## config.mk

```make
export PLATFORM = sky130hd
export DESIGN_NAME = if_fetch
export DESIGN_NICKNAME = d
export VERILOG_FILES = /design/src/rtl/if_fetch.sv
export SDC_FILE = /design/constraint.sdc
export NUM_CORES = 1
export LEC_CHECK = 0
export BUFFER_PORTS_ARGS = -buffer_cell sky130_fd_sc_hd__buf_4
export CAP_MARGIN = 40
export CORE_ASPECT_RATIO = 1.5
export CORE_MARGIN = 1
export CORE_UTILIZATION = 25
export DETAILED_ROUTE_END_ITERATION = 10
export GPL_TIMING_DRIVEN = 1
export PLACE_DENSITY = 0.42
export SYNTH_ARGS = -nofsm -noshare
export SYNTH_HDL_FRONTEND = slang
export SYNTH_SLANG_ARGS = --single-unit
```

## constraint.sdc

```tcl
create_clock -name clk -period 2.2 [get_ports clk]
set_clock_uncertainty 0.05 [all_clocks]
set_input_delay 0.11 -clock clk [delete_from_list [all_inputs] [get_ports clk]]
set_output_delay 0.11 -clock clk [all_outputs]
set_load 0.02 [all_outputs]
```

## src/rtl/if_fetch.sv

```systemverilog
// if_fetch: instruction fetch front end.
// Takes fetch addresses from the program counter, issues them to instruction
// memory with a req/gnt handshake, pairs in-order responses with their request
// addresses and buffers them for decode. A redirect (flush_i) empties the buffer
// and marks every in-flight response to be discarded on arrival.
//
// Ports
//   clk, rstn            clock (rising edge), async active-low reset
//   pc_i/pc_valid_i      next fetch address from PC
//   pc_ready_o           address accepted this cycle
//   hold_i               pipeline hold, blocks address acceptance
//   flush_i              redirect, discards buffered and in-flight fetches
//   imem_req_o/addr_o    memory request and address (registered)
//   imem_gnt_i           request accepted by memory
//   imem_rvalid_i/rdata_i read response, in request order
//   inst_valid_o/inst_o/inst_addr_o  buffered instruction to decode
//   inst_ready_i         decode consumes instruction
//   err_o                sticky: response arrived with nothing outstanding
//
// state    | meaning
// IDLE     | no request on the bus; may accept a new fetch address
// WAIT_GNT | imem_req_o held high with a stable address until granted
module if_fetch #(
  parameter int BUF_DEPTH = 2
) (
  input  logic        clk,
  input  logic        rstn,
  input  logic [31:0] pc_i,
  input  logic        pc_valid_i,
  output logic        pc_ready_o,
  input  logic        hold_i,
  input  logic        flush_i,
  output logic        imem_req_o,
  output logic [31:0] imem_addr_o,
  input  logic        imem_gnt_i,
  input  logic        imem_rvalid_i,
  input  logic [31:0] imem_rdata_i,
  output logic        inst_valid_o,
  output logic [31:0] inst_o,
  output logic [31:0] inst_addr_o,
  input  logic        inst_ready_i,
  output logic        err_o
);

  localparam int CW = $clog2(BUF_DEPTH) + 1;
  localparam int PW = $clog2(BUF_DEPTH);

  typedef enum logic {IDLE = 1'b0, WAIT_GNT = 1'b1} state_t;

  state_t          state;
  logic [CW-1:0]   out_cnt;
  logic [CW-1:0]   drop_cnt;
  logic [CW-1:0]   fifo_cnt;
  logic [PW-1:0]   f_wr, f_rd;
  logic [PW-1:0]   a_wr, a_rd;
  logic [31:0]     f_data [BUF_DEPTH];
  logic [31:0]     f_addr [BUF_DEPTH];
  logic [31:0]     a_q    [BUF_DEPTH];

  logic            accept;
  logic            gnt_hit;
  logic            rv_ok;
  logic            push;
  logic            pop;
  logic [CW:0]     credit_used;

  // Outstanding requests plus buffered entries never exceed BUF_DEPTH, so every
  // response that is kept always finds a free FIFO slot.
  assign credit_used  = {1'b0, out_cnt} + {1'b0, fifo_cnt};
  assign pc_ready_o   = (state == IDLE) && !hold_i && !flush_i &&
                        (credit_used < (CW+1)'(BUF_DEPTH));
  assign accept       = pc_valid_i && pc_ready_o;
  assign gnt_hit      = (state == WAIT_GNT) && imem_gnt_i;
  assign rv_ok        = imem_rvalid_i && (out_cnt != '0);
  assign push         = rv_ok && (drop_cnt == '0) && !flush_i;
  assign inst_valid_o = (fifo_cnt != '0) && !flush_i;
  assign pop          = inst_valid_o && inst_ready_i;
  assign inst_o       = f_data[f_rd];
  assign inst_addr_o  = f_addr[f_rd];

  // Request FSM; flush and hold do not abort a pending request.
  always_ff @(posedge clk or negedge rstn) begin
    if (!rstn) begin
      state       <= IDLE;
      imem_req_o  <= 1'b0;
      imem_addr_o <= 32'h0;
    end else begin
      case (state)
        IDLE: begin
          if (accept) begin
            imem_addr_o <= pc_i;
            imem_req_o  <= 1'b1;
            state       <= WAIT_GNT;
          end
        end
        WAIT_GNT: begin
          if (imem_gnt_i) begin
            imem_req_o <= 1'b0;
            state      <= IDLE;
          end
        end
        default: state <= IDLE;
      endcase
    end
  end

  // In-flight accounting. On flush, every request still owed a response
  // (including one not yet granted) becomes a response to discard.
  always_ff @(posedge clk or negedge rstn) begin
    if (!rstn) begin
      out_cnt  <= '0;
      drop_cnt <= '0;
      err_o    <= 1'b0;
    end else begin
      out_cnt <= out_cnt + CW'(gnt_hit) - CW'(rv_ok);
      if (flush_i)
        drop_cnt <= out_cnt - CW'(rv_ok) + CW'(state == WAIT_GNT);
      else if (rv_ok && (drop_cnt != '0))
        drop_cnt <= drop_cnt - CW'(1);
      if (imem_rvalid_i && (out_cnt == '0))
        err_o <= 1'b1;
    end
  end

  // Address queue: one entry per granted request, popped by each response,
  // dropped ones included, so the head always matches the next response.
  always_ff @(posedge clk or negedge rstn) begin
    if (!rstn) begin
      a_wr <= '0;
      a_rd <= '0;
      for (int i = 0; i < BUF_DEPTH; i++) a_q[i] <= 32'h0;
    end else begin
      if (gnt_hit) begin
        a_q[a_wr] <= imem_addr_o;
        a_wr      <= a_wr + PW'(1);
      end
      if (rv_ok) a_rd <= a_rd + PW'(1);
    end
  end

  // Instruction buffer.
  always_ff @(posedge clk or negedge rstn) begin
    if (!rstn) begin
      f_wr     <= '0;
      f_rd     <= '0;
      fifo_cnt <= '0;
      for (int i = 0; i < BUF_DEPTH; i++) begin
        f_data[i] <= 32'h0;
        f_addr[i] <= 32'h0;
      end
    end else if (flush_i) begin
      f_wr     <= '0;
      f_rd     <= '0;
      fifo_cnt <= '0;
    end else begin
      if (push) begin
        f_data[f_wr] <= imem_rdata_i;
        f_addr[f_wr] <= a_q[a_rd];
        f_wr         <= f_wr + PW'(1);
      end
      if (pop) f_rd <= f_rd + PW'(1);
      fifo_cnt <= fifo_cnt + CW'(push) - CW'(pop);
    end
  end

endmodule

```

# == Word-level counts from Yosys, hierarchy flattened ==
# Cells that the tools add are included.
# totals
latch_bits,0
n_memories,0
reg_bits,237
elab_cells,100
in_bits,72
ram_bits,0
out_inout_bits,100
rom_bits,0
# classes
n_lt_le_gt_ge,7
shifts,0
n_div,0
addsub,12
n_bitwise,6
multipliers,0
reduce_logical,27
mux,29
eq_ne,2
# op_table
operator,count
2-to-1 mux 32 bit,11
bitwise mux 64 bit,3
demux 32 bit (select 1 bit),2
logical AND 1 bit,14
nonzero test 2 bit,6
"greater-or-equal comparator 2 bit, second input constant",4
2-to-1 mux 1 bit,8
NOT 1 -> 2 bit,4
adder 2 x 1 -> 2 bit,3
2-to-1 mux 2 bit,3
AND reduction 2 bit,3
subtractor 2 x 1 -> 2 bit,3
"adder 1 bit, second input constant",4
logical NOT 2 bit,2
"< comparator 2 x 1 -> 1 bit, second input constant",2
"inequality test 2 bit, second input constant",2
one-hot mux 1 bit (2 select lines),2
adder 2 x 2 -> 3 bit,1
"< comparator 3 x 2 -> 1 bit, second input constant",1
logical NOT 1 bit,2
NOT 1 bit,2
"subtractor 2 x 1 -> 2 bit, second input constant",1

# == Depth between registers and ports, before layout ==
# Gate-level depths: netlist (run 1).
# depth
word_depth,7
depth_mapped,9
mapped_depth_nobuf,9

# == Worst setup path before layout (run 1) ==
# No wires, ideal clock.
# synth_timing
path_type,flip-flop to flip-flop
from,register out_cnt[0]
to,register imem_addr_o[10]
n_path_buf,1
arrival_time_ns,1.991
setup_time_ns,0.125
path_stages_with_launch,7
setup_slack_ns,0.034
t_required_ns,2.025
cell_sequence,dfrtp_1 and2_1 fa_1 nor4_1 nand2_1 buf_1 mux2_2
# synth_between
elab_chain_len,5
# synth_lines
element,line,text
"start, declared",51,logic [CW-1:0] out_cnt;
"start signal, assigned",115,out_cnt <= out_cnt + CW'(gnt_hit) - CW'(rv_ok);
adder 2 x 2 -> 3 bit,69,"assign credit_used = {1'b0, out_cnt} + {1'b0, fifo_cnt};"
< comparator 3 x 2 -> 1 bit,71,(credit_used < (CW+1)'(BUF_DEPTH));
logical AND 1 bit,70,assign pc_ready_o = (state == IDLE) && !hold_i && !flush_i &&
logical AND 1 bit,72,assign accept = pc_valid_i && pc_ready_o;
AND reduction 2 bit (no line),n/a,
"end signal, assigned",91,imem_addr_o <= pc_i;
"end, declared",34,"output logic [31:0] imem_addr_o,"
# Every way passes these cells.
# A chain may end at the register's enable or synchronous reset.

# == Final worst setup path (run 1) ==
# layout_timing
from,register fifo_cnt[0]
to,output port pc_ready_o
# layout_between
elab_chain_len,3
# layout_lines
element,line,text
"start, declared",53,logic [CW-1:0] fifo_cnt;
"start signal, assigned",162,fifo_cnt <= fifo_cnt + CW'(push) - CW'(pop);
adder 2 x 2 -> 3 bit,69,
< comparator 3 x 2 -> 1 bit,71,
logical AND 1 bit,70,
"end, declared",30,"output logic pc_ready_o,"
# Every way passes these cells.

==> implementation parameters, run 1 <==
Parameter                              Value

Critical path
  Critical path start-end classification    reg2out
  Critical path endpoint category    primary output
  CP startpoint    fifo_cnt[0]$_DFF_PN0_
  Critical register-to-register path startpoint    fifo_cnt[0]$_DFF_PN0_
  Data required time at the worst endpoint    2.04 ns
  Top fanout value on the critical path    2
  Critical path data arrival time    2.15 ns
  Startpoint Class    flip-flop

Final layout
  Fraction of layout cells with a size suffix above 1    0.620
  Number of fill cells    4016
  Number of nets at the end of the flow    996
  Layout Cell Area excl Fill    0.0142 sq mm
  Inserted Diodes    0
  Area growth from synthesis to layout    37.2%

Floorplan
  Placeable core region    0.0410 sq mm
  Initial core utilization    0.253
  Ports placed on the boundary    172
  Total Die Area    0.0423 sq mm
  Cell Rows    91
  Die Ht    251 um
  Width of the chip    168 um

Synthesis
  Cell variety after synth    32
  Number of synthesized flops with an enable pin    0
  Flip-flop cell with the highest count after synthesis    sky130_fd_sc_hd__dfrtp_1
  Cell type with the largest total area after synthesis    sky130_fd_sc_hd__dfrtp_1
  Cell types with the largest area share after synthesis    sky130_fd_sc_hd__dfrtp_1 (57%), sky130_fd_sc_hd__mux2_2 (30%), sky130_fd_sc_hd__mux2_4 (7.1%), sky130_fd_sc_hd__buf_6 (1.3%), sky130_fd_sc_hd__ha_1 (0.85%)
  Most instantiated library cell after synthesis    sky130_fd_sc_hd__mux2_2
  Number of nets produced by synthesis    732
  Summed instance area of the synthesized netlist    0.0104 sq mm
  Post-synthesis register bit count    237
  Fraction of registers with async set/reset    1.00
  Post-synth top cells    sky130_fd_sc_hd__mux2_2 (272), sky130_fd_sc_hd__dfrtp_1 (237), sky130_fd_sc_hd__mux2_4 (49)
  Share of synthesized area occupied by flip-flops and latches    0.572
  Mean cell area of the mapped netlist    15.9 sq um
  Syn. warnings    0
  Number of cells produced by synthesis    652
  Share of the synthesized area in the top cell type    0.572

Global routing
  Number of antenna violations at the first check in global routing    0
  GR Util All Layers    0.119
  Sum of overflow across all layers after global routing    0
  Pin count of the biggest net entering global routing    70
  First-pass GRT wire length    39000 um
  Via count of the first global-routing pass    6700

STA
  Worst slew pin tran    0.616 ns
  Final critical path time including I/O delays and setup    2.31 ns
  Fraction of the cycle the final worst path needs    1.05
  Summed negative setup slack over all endpoints    -1.53 ns
  Hold Violations, Final    0
  RSZ-0062 raised after global routing    true
  Finish-stage setup viols    33
  Worst hold slack after final layout    0.102 ns
  Count of pins over their slew limit    0
  Max-slew headroom    0.589
  Top achievable clock speed    0.434 GHz
  Slack of the critical path    -0.107 ns

CTS
  Count of clock tree sinks    237
  Total clock buffers created by CTS    27
  H-Tree Depth    1
  CTS root buffer    sky130_fd_sc_hd__clkbuf_16
  TritonCTS clock tree    built
  Clock latency of the later-clocked register in the worst-skew pair    0.54 ns
  Worst-case clock buffer depth    3
  Clock transition at the register clock pins on the worst setup and hold paths after CTS    0.06 ns

Route
  Number of optimization iterations in the first detailed-route pass    4
  Routed wire length    25800 um
  DR WL/cell    17.9 um
  Detailed router's first-iteration violation count    183
  Post-detailed-route DRC marker count    0
  Vias per cell    4.29
  Final antenna-violating net count    0
  Vias after detailed routing    6202

Placed design
  Cell area after placement    0.0124 sq mm
  Detailed placement HPWL    15900 um
  Final weighted congestion of routability-driven global placement    0.660
  Quantity of I/O buffers inserted on ports    171

Pwr
  Power per unit of standard cell area    1350 mW/mm^2
  Static leakage    6.87 nW
  Worst IR drop on VDD    0.764 mV

Worst hold path
  Class of the tightest hold or removal check    in2async

Run status
  Run status    finished with violations
  Violated checks    setup timing

Flow run
  Number of max-capacitance violations reported    0
## timing repair
item	in CTS	in global routing
pin swaps	1	1
buffers inserted	2	1
gates resized for setup	3	8
endpoints found under the hold margin	309	0
hold buffers	70	0
endpoints found under the setup margin	1	33
gates cloned	0	3
## layout by cell type (no fill, tap or decap), drive strengths merged, types with 2 or more instances in the layout
master / Yosys / routed
nor4: 2 / 2
clkinv: 0 / 7
mux2: 321 / 321
buf: 21 / 199
o21ai: 3 / 3
dlygate4sd3: 0 / 70
clkbuf: 15 / 35
nor2b: 4 / 4
nand2: 5 / 5
a21oi: 4 / 4
and2: 2 / 2
clkinvlp: 0 / 2
dfrtp: 237 / 237
inv: 9 / 10
ha: 7 / 7
nor2: 2 / 2
xnor2: 6 / 6
bufinv: 0 / 5
## flip-flops by register name, summed over array words and instances (netlist names)
signal / flops
out_cnt: 2
drop_cnt: 2
a_q: 64
imem_addr_o: 32
state: 1
a_wr: 1
f_wr: 1
f_rd: 1
f_addr: 64
f_data: 64
a_rd: 1
err_o: 1
imem_req_o: 1
fifo_cnt: 2
## metal layers
| metal | track usage | part of all wire | up-vias |
|---|---|---|---|
| li1 | - | - | 2850 |
| met1 | 0.146 | 0.43 | 3202 |
| met2 | 0.211 | 0.51 | 121 |
| met3 | 0.0189 | 0.036 | 29 |
| met4 | 0.0403 | 0.021 | 0 |
| met5 | 0 | 0 | - |
## cell families after synthesis
logic type / after synthesis / synth area share
buffers and inverters: 45 / 0.0256
multiplexers: 321 / 0.367
AND/OR/NAND/NOR: 22 / 0.0115
adder cells (fa/ha/maj): 8 / 0.0104
flip-flops: 237 / 0.572
AO/OA/AOI/OAI: 12 / 0.00785
XOR/XNOR: 7 / 0.00592
## final timing paths
path                                          endpoint  slack (ns)  cells after the start
min in group clk                imem_req_o$_DFFE_PN0P_        0.25                      7
hold / removal             imem_addr_o[29]$_DFFE_PN0P_        0.10                      2
max in group asynchronous          a_q[48]$_DFFE_PN0P_        1.30                      3
hold reg to reg                    a_q[18]$_DFFE_PN0P_        0.45                      1
setup reg to reg           imem_addr_o[27]$_DFFE_PN0P_       -0.09                      9
setup / recovery                            pc_ready_o       -0.11                      6
## report_power, final
| group | switching [mW] | internal (mW) |
|---|---|---|
| Combinational | 3.17 | 4.08 |
| Sequential | 1.05 | 6.03 |
| Clock | 1.90 | 3.00 |
## area by class of cell
type	instances	area, sq um	area share
flip-flops and latches	237	5940	0.418
multi-input cells	370	4210	0.296
repair buffers	271	2430	0.171
clock buffers	33	748	0.0526
well taps	511	639	0.0450
clock inverters	15	216	0.0152
inverters	9	33.8	0.00238
## metrics by stage
step,setup slack [ns],instances,utilization,power (mW)
6_report,-0.107,1446,0.347,19.2
4_1_cts,-0.202,1442,0.344,19.6
3_3_place_gp,0.130,1322,0.303,14.3
3_5_place_dp,0.0987,1322,0.303,14.4
2_1_floorplan,0.0341,652,-,11.5
5_1_grt,-0.194,1446,0.347,20.4
## worst max-delay path: stages (launching register included)
cell,delay [ns]
sky130_fd_sc_hd__dfrtp_1,0.38
sky130_fd_sc_hd__and2_1,0.17
sky130_fd_sc_hd__fa_1,0.45
sky130_fd_sc_hd__nor4_2,0.17
sky130_fd_sc_hd__buf_4,0.16
sky130_fd_sc_hd__nor2b_4,0.16
sky130_fd_sc_hd__buf_6,0.13
Note: power is estimated with default switching activity, not from simulation.
==> run 2: changes to the inputs <==
--- a/config.mk
+++ b/config.mk
@@ -9,10 +9,11 @@
 export CAP_MARGIN = 40
 export CORE_ASPECT_RATIO = 1.5
 export CORE_MARGIN = 1
-export CORE_UTILIZATION = 25
+export CORE_UTILIZATION = 45
 export DETAILED_ROUTE_END_ITERATION = 10
 export GPL_TIMING_DRIVEN = 1
-export PLACE_DENSITY = 0.42
+export MAX_ROUTING_LAYER = met4
+export PLACE_DENSITY = 0.68
 export SYNTH_ARGS = -nofsm -noshare
 export SYNTH_HDL_FRONTEND = slang
 export SYNTH_SLANG_ARGS = --single-unit
==> run 2 against run 1 <==
  * The run still ends with setup timing left
  * Sequential power grew 0.6%
  * Setup slack gained 0.048 ns
  * Non-clock buffer count shrank 3
  * Core utilization grew 26 points
  * Die area shrank 44%
  * Critical path type unchanged
  * Critical endpoint unchanged
  * Largest cell class unchanged
  * Highest routed layer unchanged
==> implementation parameters, run 2 (same netlist as run 1, synthesis figures left out) <==
Parameter                              Value

Route
  Routed wire length    22900 um (-11%)
  Vias per cell    5.21 (+21%)
  Post-detailed-route DRC marker count    0 (unchanged)
  Final antenna-violating net count    0 (unchanged)
  Detailed router's first-iteration violation count    147 (-20%)
  Number of optimization iterations in the first detailed-route pass    4 (unchanged)
  DR WL/cell    19.1 um (+6.8%)
  Vias after detailed routing    6268 (+1.1%)

STA
  Worst slew pin tran    0.509 ns (-0.107 ns)
  Count of pins over their slew limit    0 (unchanged)
  Top achievable clock speed    0.443 GHz (+2.1%)
  RSZ-0062 raised after global routing    true
  Fraction of the cycle the final worst path needs    1.03 (-0.0217)
  Finish-stage setup viols    1 (-97%)
  Hold Violations, Final    0 (unchanged)
  Max-slew headroom    0.660 (+0.0712)
  Final critical path time including I/O delays and setup    2.26 ns (-0.0477 ns)
  Slack of the critical path    -0.0590 ns (+0.0477 ns)

Critical path
  Data required time at the worst endpoint    2.04 ns (about the same)
  Length in cells of the worst reg-to-reg path    8 (-1)
  Startpoint Class    flip-flop
  Critical path endpoint category    primary output
  Top fanout value on the critical path    2 (unchanged)
  Setup slack of the most critical reg-to-reg path    0.01 ns (+0.10 ns)
  CP startpoint    fifo_cnt[0]$_DFF_PN0_
  Critical path data arrival time    2.10 ns (-0.05 ns)
  Critical path start-end classification    reg2out
  Critical register-to-register path startpoint    fifo_cnt[0]$_DFF_PN0_

Pwr
  Worst IR drop on VDD    0.867 mV (+13%)
  Static leakage    6.78 nW (-1.4%)
  Power per unit of standard cell area    1350 mW/mm^2 (about the same)
  Cell internal power dissipation    12.6 mW (-3.9%)
  Relative contribution of sequential cells to total power    0.384 (+0.016)
  Net switching power of the design    5.91 mW (-3.2%)
  Total power    18.5 mW (-3.7%)
  Fraction of power spent switching nets    0.320 (+0.00153)
  Clock Power Share    0.226 (-0.029)
  Combinational cell fraction of total power    0.390 (+0.013)

Global routing
  GR Util All Layers    0.203 (+0.0837)
  Via count of the first global-routing pass    7000 (+4.5%)
  First-pass GRT wire length    36900 um (-5.5%)
  Pin count of the biggest net entering global routing    66 (-5.7%)
  Number of antenna violations at the first check in global routing    0 (unchanged)
  Sum of overflow across all layers after global routing    0 (unchanged)

CTS
  Count of clock tree sinks    237 (unchanged)
  CTS root buffer    sky130_fd_sc_hd__clkbuf_16
  Clock transition at the register clock pins on the worst setup and hold paths after CTS    0.06 ns (about the same)
  H-Tree Depth    1 (unchanged)
  Clock latency of the later-clocked register in the worst-skew pair    0.52 ns (-0.02 ns)
  Worst-case clock buffer depth    3 (unchanged)
  TritonCTS clock tree    built
  Total clock buffers created by CTS    24 (-11%)

Floorplan
  Width of the chip    126 um (-25%)
  Initial core utilization    0.461 (+0.208)
  Ports placed on the boundary    172 (unchanged)
  Cell Rows    67 (-26%)
  Total Die Area    0.0237 sq mm (-44%)
  Placeable core region    0.0225 sq mm (-45%)
  Die Ht    188 um (-25%)

Final layout
  Number of fill cells    1726 (-57%)
  Area growth from synthesis to layout    32.0%
  Inserted Diodes    0 (unchanged)
  FF+latch area    0.00593 sq mm (about the same)
  Fraction of layout cells with a size suffix above 1    0.618 (-0.00220)
  Post-route non-filler standard cell count    1203 (-17%)
  Multi-input logic area    0.00421 sq mm (about the same)
  Number of nets at the end of the flow    990 (-0.60%)
  Post-layout util    0.609 (+0.262)
  Commonest non-fill, non-tap cell in the layout    sky130_fd_sc_hd__mux2_2
  Commonest cells after routing, fill and taps aside    sky130_fd_sc_hd__mux2_2 (272), sky130_fd_sc_hd__dfrtp_1 (235), sky130_fd_sc_hd__buf_4 (186)
  Largest registers    a_q (64), f_addr (64), f_data (64)
  Layout Cell Area excl Fill    0.0137 sq mm (-3.8%)

Placed design
  Final weighted congestion of routability-driven global placement    0.729 (+11%)
  Cell area after placement    0.0120 sq mm (-3.0%)
  Detailed placement HPWL    14400 um (-9.4%)
  Post-placement setup slack    0.0881 ns (-0.0106 ns)
  Placed insts    1086 (-18%)
  Quantity of I/O buffers inserted on ports    171 (unchanged)

Run status
  Violated checks    setup timing
  Run status    finished with violations

Flow run
  Number of max-capacitance violations reported    0 (unchanged)

Worst hold path
  Class of the tightest hold or removal check    in2async
## run 2: cell count changes in the layout (fill, tap and decap cells not counted), moves of 2 or more
cell	delta
sky130_fd_sc_hd__clkinvlp_4	-2
sky130_fd_sc_hd__clkbuf_16	-2
sky130_fd_sc_hd__buf_12	-5
sky130_fd_sc_hd__clkbuf_1	+2
sky130_fd_sc_hd__buf_4	+4
sky130_fd_sc_hd__bufinv_16	-3
## run 2: area by class of cell
type / count / area share
timing repair buffer: 268 / 0.171
inverter: 9 / 0.00247
tap: 276 / 0.0252
clock inverter: 9 / 0.00723
multi-input combinational: 370 / 0.308
clock buffer: 34 / 0.0526
sequential: 237 / 0.434
## run 2: final timing paths
path                                               end
hold reg to reg                      err_o$_DFFE_PN0P_
hold / removal                  f_addr[50]$_DFFE_PN0P_
min in group clk                imem_req_o$_DFFE_PN0P_
max in group asynchronous  imem_addr_o[30]$_DFFE_PN0P_
setup reg to reg           imem_addr_o[15]$_DFFE_PN0P_
setup / recovery                            pc_ready_o
## run 2: worst max-delay path, stage by stage (launching register included)
cell	delay, ns
sky130_fd_sc_hd__dfrtp_1	0.39
sky130_fd_sc_hd__and2_4	0.17
sky130_fd_sc_hd__fa_1	0.45
sky130_fd_sc_hd__nor4_2	0.15
sky130_fd_sc_hd__buf_4	0.16
sky130_fd_sc_hd__nor2b_4	0.14
sky130_fd_sc_hd__buf_6	0.12
## run 2: layer usage
metal  up-vias  global-route usage  wire length (um)
met5         -                   -                 0
met4         0              0.0561               501
met3        48              0.0251               754
met1      3247               0.237              9210
met2       137               0.365             12500
li1       2836                   -                 -
## run 2: power by group through the flow
| stage | combinational [mW] | clock [mW] | sequential, mW |
|---|---|---|---|
| floorplan | 4.39 | 0 | 7.15 |
| global placement | 6.89 | 0 | 7.04 |
| detailed placement | 7.08 | 0 | 7.17 |
| CTS | 7.23 | 4.29 | 7.12 |
| global route | 7.69 | 4.46 | 7.35 |
| finish | 7.21 | 4.18 | 7.11 |
## run 2: per-stage QoR
stage	hold WS (ns)	TNS, ns
final	0.0780	-0.0590
after floorplan	-0.236	0
after CTS	0.0220	-0.132
after global placement	0.0378	0
after detailed placement	0.0387	0
after global routing	0.107	-0.840
## run 2: timing repair
| action | CTS | global route |
|---|---|---|
| hold buffers | 69 | 0 |
| pin swaps | 1 | 1 |
| gates cloned | 0 | 3 |
| endpoints found under the hold margin | 327 | 0 |
| setup endpoints to repair | 1 | 34 |
| resized for setup | 4 | 8 |
| buffers inserted | 2 | 0 |
==> run 3: changes to the inputs <==
--- a/config.mk
+++ b/config.mk
@@ -13,7 +13,7 @@
 export DETAILED_ROUTE_END_ITERATION = 10
 export GPL_TIMING_DRIVEN = 1
 export MAX_ROUTING_LAYER = met4
-export PLACE_DENSITY = 0.68
+export PLACE_DENSITY = 0.65
 export SYNTH_ARGS = -nofsm -noshare
 export SYNTH_HDL_FRONTEND = slang
 export SYNTH_SLANG_ARGS = --single-unit
==> constraint.sdc (replaced) <==
create_clock -name clk -period 2.1 [get_ports clk]
set_clock_uncertainty 0.05 [all_clocks]
set_input_delay 0.105 -clock clk [delete_from_list [all_inputs] [get_ports clk]]
set_output_delay 0.105 -clock clk [all_outputs]
set_load 0.02 [all_outputs]
==> run 3 against run 2 <==
  * The run still ends with setup timing left
  * Worst hold slack worse by 0.048 ns
  * Total power grew 7.9%
  * First-iteration DRC count is 20% higher
  * Flip-flop and latch count stayed put
  * Register-to-register slack worse by 0.04 ns
  * Critical path depth unchanged
  * Combinational power is 8.6% higher
  * Global-route usage about the same
  * Sequential share of layout area down 0.67 points
  * Critical endpoint unchanged
  * Highest routed layer unchanged
==> implementation parameters, run 3 (same netlist as run 1, synthesis figures left out) <==
Parameter                              Value

Route
  DR WL/cell    19.6 um (+2.6%)
  Metal-1 WL    9270 um (+0.67%)
  Number of optimization iterations in the first detailed-route pass    4 (unchanged)
  Final antenna-violating net count    0 (unchanged)
  Vias after detailed routing    6251 (-0.27%)
  Met3 routed WL    771 um (+2.3%)
  Highest metal used    met4
  Vias per cell    5.19 (-0.35%)
  Routed wire length    23600 um (+2.7%)
  Met2 WL post-DR    13100 um (+4.8%)
  Post-detailed-route DRC marker count    0 (unchanged)
  Detailed router's first-iteration violation count    177 (+20%)

Critical path
  Critical path start-end classification    reg2out
  Length in cells of the worst reg-to-reg path    7 (-1)
  Worst R2R End    imem_addr_o[2]$_DFFE_PN0P_
  Critical path data arrival time    2.11 ns (about the same)
  Startpoint Class    flip-flop
  Data required time at the worst endpoint    1.95 ns (-0.09 ns)
  Setup slack of the most critical reg-to-reg path    -0.03 ns (-0.04 ns)
  Critical path's largest stage delay    0.44 ns (about the same)
  Cell-by-cell trace of the critical path    and2_4, fa_2, nor4_4, buf_4, nor2b_4, buf_6
  Critical path endpoint category    primary output
  Top fanout value on the critical path    2 (unchanged)
  Cell at the slowest stage of the critical path    sky130_fd_sc_hd__fa_2
  Critical register-to-register path startpoint    fifo_cnt[0]$_DFF_PN0_

Floorplan
  Ports placed on the boundary    172 (unchanged)
  Die Ht    188 um (unchanged)
  Cell Rows    67 (unchanged)
  Initial core utilization    0.461 (unchanged)
  Placeable core region    0.0225 sq mm (unchanged)
  Total Die Area    0.0237 sq mm (unchanged)
  Width of the chip    126 um (unchanged)

STA
  Worst hold slack after final layout    0.0301 ns (-0.0479 ns)
  Fraction of the cycle the final worst path needs    1.08
  Count of pins over their slew limit    0 (unchanged)
  Summed negative setup slack over all endpoints    -0.514 ns (-0.455 ns)
  RSZ-0062 raised after global routing    true
  Top achievable clock speed    0.441 GHz
  Slack of the critical path    -0.167 ns (-0.108 ns)
  Worst slew pin tran    0.486 ns (-0.0236 ns)
  Hold Violations, Final    0 (unchanged)
  Final critical path time including I/O delays and setup    2.27 ns
  Finish-stage setup viols    16 (+15)
  Max-slew headroom    0.676 (+0.0158)

Pwr
  Static leakage    6.92 nW (+2.0%)
  Total power    20.0 mW (+7.9%)
  Power per unit of standard cell area    1440 mW/mm^2 (+6.2%)
  Worst IR drop on VDD    0.860 mV (-0.88%)

Worst hold path
  Min-delay src    hold_i
  Hold-critical path depth    5
  Terminating pin of the worst hold path    imem_req_o$_DFFE_PN0P_
  Class of the tightest hold or removal check    in2reg

Final layout
  Fraction of layout cells with a size suffix above 1    0.622 (+0.00431)
  Commonest non-fill, non-tap cell in the layout    sky130_fd_sc_hd__mux2_2
  Area growth from synthesis to layout    34.1%
  Commonest cells after routing, fill and taps aside    sky130_fd_sc_hd__mux2_2 (250), sky130_fd_sc_hd__dfrtp_1 (234), sky130_fd_sc_hd__buf_4 (185)
  Largest registers    a_q (64), f_addr (64), f_data (64)
  Number of fill cells    1721 (-0.29%)
  Number of nets at the end of the flow    991 (+0.10%)

CTS
  H-Tree Depth    1 (unchanged)
  Total clock buffers created by CTS    24 (unchanged)
  TritonCTS clock tree    built
  Clock latency of the later-clocked register in the worst-skew pair    0.51 ns (about the same)
  Clock transition at the register clock pins on the worst setup and hold paths after CTS    0.06 ns (about the same)
  Count of clock tree sinks    237 (unchanged)
  Worst-case clock buffer depth    3 (unchanged)
  CTS root buffer    sky130_fd_sc_hd__clkbuf_16

Global routing
  Sum of overflow across all layers after global routing    0 (unchanged)
  First-pass GRT wire length    37100 um (+0.69%)
  Via count of the first global-routing pass    7097 (+1.4%)
  Number of antenna violations at the first check in global routing    1 (+1)
  Pin count of the biggest net entering global routing    60 (-9.1%)
  GR Util All Layers    0.203 (+0.000370)

Placed design
  Quantity of I/O buffers inserted on ports    171 (unchanged)
  Detailed placement HPWL    14800 um (+3.0%)
  Final weighted congestion of routability-driven global placement    0.721 (-1.1%)

Flow run
  Number of max-capacitance violations reported    0 (unchanged)

Run status
  Run status    finished with violations
  Violated checks    setup timing
-- run 3: worst max path at each step --
stage | start | to | slack, ns | depth (start not counted)
final | fifo_cnt[0]$_DFF_PN0_ | pc_ready_o | -0.17 | 6
after floorplan | out_cnt[0]$_DFF_PN0_ | imem_addr_o[22]$_DFFE_PN0P_ | 0.08 | 6
after detailed placement | drop_cnt[0]$_DFFE_PN0P_ | f_data[52]$_DFFE_PN0P_ | 0.02 | 6
after global routing | fifo_cnt[0]$_DFF_PN0_ | pc_ready_o | -0.25 | 6
after global placement | drop_cnt[0]$_DFFE_PN0P_ | f_addr[49]$_DFFE_PN0P_ | 0.09 | 6
after CTS | out_cnt[0]$_DFF_PN0_ | pc_ready_o | -0.30 | 6
-- run 3: worst max-delay path, delay by kind of cell, from the launching register on --
family	cells	cell delay, ns
and+or+nand+nor	3	0.48
adders and majority gates	1	0.44
DFF	1	0.39
buffers and inverters	2	0.29
-- run 3: repair_timing --
item / CTS / global route
buffers inserted: 4 / 4
cloned: 0 / 3
hold endpoints to repair: 311 / 0
pin swaps: 3 / 6
resized for setup: 4 / 35
hold buffers: 69 / 0
endpoints found under the setup margin: 1 / 75
-- run 3: power by group --
| group | leakage (nW) | total, mW | switching (mW) | internal (mW) |
|---|---|---|---|---|
| Clock | 0.425 | 4.71 | 1.74 | 2.98 |
| Combinational | 3.44 | 7.83 | 3.41 | 4.41 |
| Sequential | 3.05 | 7.42 | 1.11 | 6.32 |
-- run 3: per-layer routing --
layer	vias to the layer above	GRT usage
met4	0	0.0547
li1	2839	-
met1	3243	0.225
met5	-	-
met3	42	0.0271
met2	127	0.378
-- run 3: area by class of cell --
type | count | area (sq um) | area share
sequential | 237 | 5930 | 0.427
multi-input combinational | 370 | 4330 | 0.312
timing repair buffer | 269 | 2380 | 0.171
clock buffer | 32 | 672 | 0.0483
tap | 276 | 345 | 0.0248
clock inverter | 10 | 203 | 0.0146
inverter | 9 | 33.8 | 0.00243
antenna | 1 | 2.50 | 0.000180
-- run 3: through the flow --
stage          utilization  cell area [sq um]  setup slack (ns)  std cells
2_1_floorplan            -              10400            0.0787        652
3_3_place_gp         0.538              12100            0.0922       1084
3_5_place_dp         0.538              12100            0.0222       1084
4_1_cts              0.609              13700            -0.301       1199
5_1_grt              0.619              13900            -0.253       1204
6_report             0.619              13900            -0.167       1204
